### src/rtl/stream_arb_2to1.sv
// Two-input round-robin stream arbiter with packet-granular locking.
// Drives the 2:1 mux select and registers the winning beat.
module stream_arb_2to1 #(
   parameter int DATA_W = 8
) (
   input  logic              clk,
   input  logic              rst,
   input  logic              a_valid,
   input  logic [DATA_W-1:0] a_data,
   input  logic              a_last,
   output logic              a_ready,
   input  logic              b_valid,
   input  logic [DATA_W-1:0] b_data,
   input  logic              b_last,
   output logic              b_ready,
   output logic              y_valid,
   output logic [DATA_W-1:0] y_data,
   output logic              y_last,
   output logic              y_sel,
   input  logic              y_ready
);

   typedef enum logic [1:0] {
      ST_IDLE   = 2'd0,
      ST_LOCK_A = 2'd1,
      ST_LOCK_B = 2'd2
   } state_t;

   state_t            r_state;
   state_t            w_state_nxt;
   logic              r_prio;
   logic              w_prio_nxt;
   logic              r_y_valid;
   logic [DATA_W-1:0] r_y_data;
   logic              r_y_last;
   logic              r_y_sel;

   logic w_load_en;
   logic w_grant_a;
   logic w_grant_b;
   logic w_acc_a;
   logic w_acc_b;

   assign w_load_en = !r_y_valid || y_ready;

   always_comb begin
      w_grant_a   = 1'b0;
      w_grant_b   = 1'b0;
      w_acc_a     = 1'b0;
      w_acc_b     = 1'b0;
      w_state_nxt = r_state;
      w_prio_nxt  = r_prio;

      case (r_state)
         ST_IDLE: begin
            if (a_valid && (!b_valid || !r_prio))
               w_grant_a = 1'b1;
            else if (b_valid)
               w_grant_b = 1'b1;
         end
         ST_LOCK_A: w_grant_a = 1'b1;
         ST_LOCK_B: w_grant_b = 1'b1;
         default: ;
      endcase

      w_acc_a = w_load_en && w_grant_a && a_valid;
      w_acc_b = w_load_en && w_grant_b && b_valid;

      // prio only moves when a packet completes
      if (w_acc_a) begin
         if (a_last) begin
            w_state_nxt = ST_IDLE;
            w_prio_nxt  = 1'b1;
         end else begin
            w_state_nxt = ST_LOCK_A;
         end
      end else if (w_acc_b) begin
         if (b_last) begin
            w_state_nxt = ST_IDLE;
            w_prio_nxt  = 1'b0;
         end else begin
            w_state_nxt = ST_LOCK_B;
         end
      end
   end

   always_ff @(posedge clk) begin
      if (rst) begin
         r_state <= ST_IDLE;
         r_prio  <= 1'b0;
      end else begin
         r_state <= w_state_nxt;
         r_prio  <= w_prio_nxt;
      end
   end

   always_ff @(posedge clk) begin
      if (rst) begin
         r_y_valid <= 1'b0;
         r_y_data  <= '0;
         r_y_last  <= 1'b0;
         r_y_sel   <= 1'b0;
      end else if (w_load_en) begin
         if (w_acc_a) begin
            r_y_valid <= 1'b1;
            r_y_data  <= a_data;
            r_y_last  <= a_last;
            r_y_sel   <= 1'b0;
         end else if (w_acc_b) begin
            r_y_valid <= 1'b1;
            r_y_data  <= b_data;
            r_y_last  <= b_last;
            r_y_sel   <= 1'b1;
         end else begin
            r_y_valid <= 1'b0;
         end
      end
   end

   assign a_ready = !rst && w_load_en && w_grant_a;
   assign b_ready = !rst && w_load_en && w_grant_b;

   assign y_valid = r_y_valid;
   assign y_data  = r_y_data;
   assign y_last  = r_y_last;
   assign y_sel   = r_y_sel;

endmodule
### config.mk
export PLATFORM = sky130hd
export DESIGN_NAME = stream_arb_2to1
export DESIGN_NICKNAME = d
export VERILOG_FILES = /design/src/rtl/stream_arb_2to1.sv
export SDC_FILE = /design/constraint.sdc
export NUM_CORES = 1
export LEC_CHECK = 0
export BUFFER_PORTS_ARGS = -buffer_cell sky130_fd_sc_hd__buf_2
export CORE_MARGIN = 2
export CORE_UTILIZATION = 43
export CTS_CLUSTER_DIAMETER = 60
export DETAILED_ROUTE_END_ITERATION = 12
export PLACE_DENSITY = 0.76
export SETUP_SLACK_MARGIN = 0.5
export SYNTH_ARGS = -nofsm -noshare
export SYNTH_HDL_FRONTEND = slang
export SYNTH_SLANG_ARGS = --single-unit
### constraint.sdc
create_clock -name clk -period 4.5 [get_ports clk]
set_clock_uncertainty 0.15 [all_clocks]
set_input_delay 0.225 -clock clk [delete_from_list [all_inputs] [get_ports clk]]
set_output_delay 0.225 -clock clk [all_outputs]
set_load 0.02 [all_outputs]
==> summary.txt <==
Finish
  – Final #Nets: 128
  – Area Overhead vs Synth: 30.44%
  – Most frequent cells in the layout: buf_2 (35), dfxtp_1 (14), nor2_1 (12)
  – Fill count: 131
  – Share of cells above drive strength 1: 0.5192
  – Reg area: 280.3 um2
  – Footprint of the multi-input gates: 396.6 um2
  – Commonest non-fill, non-tap cell in the layout: buf_2
  – Final instance area: 922.1 um2
  – ANT cells: 0

STA
  – Setup ws final: 2.626 ns
  – Sum of negative setup slack: 0 ns
  – Min Clock Period, post-route: 1.874 ns
  – Final slew viol count: 0
  – Slew @ Worst Pin: about 0.95 ns
  – Max_slew headroom: 0.3672
  – Fmax: 533.7 MHz
  – Final Setup Violations: 0
  – Hold violation count in the final report: 0
  – Final hold slack: 0.09056 ns
  – Tcrit/Tclk final: 0.4164
  – RSZ-0062 raised after global routing: false

Clocking
  – CTS root buf: clkbuf_4
  – Clock transition at the registers of the reported paths: roughly 0.09 ns
  – CTS tree: yes
  – Max H-tree Level: 1
  – CTS Sinks: 14
  – Longest Clk Path Bufs: 2
  – Latest clock arrival within the worst-skew pair: 0.28 ns
  – TritonCTS Buffers: 3

Detailed routing
  – Vias per cell: 5.250
  – TritonRoute pass-1 iters: 4
  – Antenna Nets Post-Route: 0
  – Wire length per cell: approximately 12 um
  – DRC viols: 0
  – Final WL: 1475 um
  – Via count: 630
  – DRT iter0 DRCs: 8

Worst setup path
  – Slowest stage delay, CP: 0.69 ns
  – FF-to-FF Start: y_valid$_SDFFE_PP0N_
  – Crit path max-delay cell type: a311oi_4
  – CP Capture Type: flop
  – WP data required: 4.48 ns
  – Reg-to-reg setup timing slack: 2.63 ns
  – Critical path launch point type: flop
  – WP buf/inv: 0
  – Crit path kind: reg2reg
  – FF-to-FF path depth: 4
  – Delay-heaviest family, CP: compound AO/OA/AOI/OAI gates
  – Crit-path cells: nor2b_4 -> a311oi_4 -> mux2i_1 -> a211oi_2
  – CP max FO: 12
  – CP arrival: ~1.9 ns
  – Worst r2r dst: y_data[5]$_SDFFE_PP0P_

Die
  – Core Region: 1524 um2
  – Area of the die: approximately 2000 um2
  – Die H: ~45 um
  – Initial Util: 0.4639
  – Die W: between 40 and 50 um
  – Site Rows: 14
  – IO Pins: 36

Placed design
  – Setup WS pre-CTS: 2.623 ns
  – Placer Congestion: 0.6902
  – Port bufs: 35
  – Area after DPL: 875.8 um2
  – Dpl hpwl: 1099 um

Run status
  – Outcome: finished clean

Run
  – Max_cap viols: 0

Synth
  – Number of distinct library cells after synthesis: 22
  – Post-synthesis sequential area ratio: 0.3965
  – Synthesized area per cell: 10.55 um2
  – Mapped Nets: 90
  – Mapped Area: 706.9 um2
  – Post-Syn Instances: 67
  – Synth Register Bits: 14
  – Yosys warning count: 0

Power and ir drop
  – Maximum vdd drop: 0.2111 mV
  – Pwr dens: roughly 370 nW/um2
  – Leak Pwr: 0.4205 nW
  – Power after layout: 340.5 uW

Global route
  – Largest net degree at the start of global routing: 20
  – First-pass GRT wire length: 2490 um
  – Vias in the first global route: 566
  – GRT Resource Usage Total: 0.1710
  – Global route overflow: 0
  – Initial antenna violation count: 0

Min path
  – Hold Path Class: in2reg
  – Hold wc startpoint: a_last
  – Hold-critical path endpoint: r_prio$_SDFFE_PP0P_
  – WHS Path Cells: 3
==> report_power, final <==
group / switching, mW / total, mW / leakage, nW / internal, mW
Combinational: 0.0591 / 0.102 / 0.283 / 0.0431
Sequential: 0.00868 / 0.147 / 0.116 / 0.138
Clock: 0.0421 / 0.0914 / 0.0210 / 0.0493
==> cell usage after synthesis <==
cell / n / share of area
a21oi_2: 1 / 0.012
nor3_1: 1 / 0.0071
buf_4: 1 / 0.011
a311oi_4: 1 / 0.037
mux2i_1: 8 / 0.11
nor2_1: 12 / 0.064
buf_8: 1 / 0.021
nor3b_1: 1 / 0.011
a21oi_1: 4 / 0.028
clkbuf_1: 1 / 0.0053
a211oi_1: 2 / 0.021
a21bo_2: 1 / 0.014
o21ba_2: 1 / 0.014
nand2b_1: 3 / 0.027
a311oi_2: 1 / 0.021
inv_2: 1 / 0.0053
nor4_1: 2 / 0.018
nand2_1: 2 / 0.011
dfxtp_1: 14 / 0.40
nor2b_4: 1 / 0.019
a211oi_2: 7 / 0.12
nand2b_4: 1 / 0.019
==> worst reg2reg max path, delay by kind of cell, from the launching register on <==
kind,cells,cell delay [ns]
compound gates,2,0.78
flops,1,0.31
mux,1,0.32
simple gates,1,0.15
==> cell families (layout without fill, tap and decap cells) <==
logic type	count (synthesis)	in the layout	share of synthesized area
flip-flops	14	14	0.3965
AND/OR/NAND/NOR	23	23	0.1752
multiplexers	8	8	0.1133
AO/OA/AOI/OAI	18	18	0.2726
buffers and inverters	4	41	0.04247
==> through the flow <==
step / std cells / utilization
after floorplan: 67 / -
after global placement: 115 / 0.5747
after detailed placement: 115 / 0.5747
after CTS: 120 / 0.6051
after global routing: 120 / 0.6051
final: 120 / 0.6051
==> state kept, by name, indices dropped and copies added (netlist names) <==
| register | cells |
|---|---|
| r_state | 2 |
| y_last | 1 |
| y_sel | 1 |
| y_valid | 1 |
| r_prio | 1 |
| y_data | 8 |
==> worst max path at each step <==
stage	startpoint	to	cells after the start
2_1_floorplan	r_prio$_SDFFE_PP0P_	b_ready	3
3_3_place_gp	y_valid$_SDFFE_PP0N_	y_last$_SDFFE_PP0P_	4
3_5_place_dp	y_valid$_SDFFE_PP0N_	y_data[5]$_SDFFE_PP0P_	4
4_1_cts	y_valid$_SDFFE_PP0N_	y_data[5]$_SDFFE_PP0P_	4
5_1_grt	r_state[0]$_SDFFE_PP0P_	y_last$_SDFFE_PP0P_	4
6_report	y_valid$_SDFFE_PP0N_	y_data[5]$_SDFFE_PP0P_	4
==> area by class of cell <==
cell class / count / share of cell area
inverter: 1 / 0.004071
tap: 16 / 0.02171
timing repair buffer: 36 / 0.2008
sequential: 14 / 0.3039
clock buffer: 4 / 0.03935
multi-input combinational: 49 / 0.4301
==> routing by layer <==
| metal | wire [um] | global-route usage | up-vias |
|---|---|---|---|
| met3 | 95 | 0.04898 | 4 |
| li1 | - | - | 317 |
| met2 | 709 | 0.2609 | 22 |
| met4 | 30 | 0.07273 | 0 |
| met5 | 0 | 0 | - |
| met1 | 639 | 0.2242 | 287 |
==> repair_timing <==
action | in CTS | in global routing
hold buffers | 1 | 0
gates resized for setup | 0 | 0
setup buffers | 0 | 0
endpoints found under the hold margin | 1 | 0
Power figures use the tool's default switching activity.
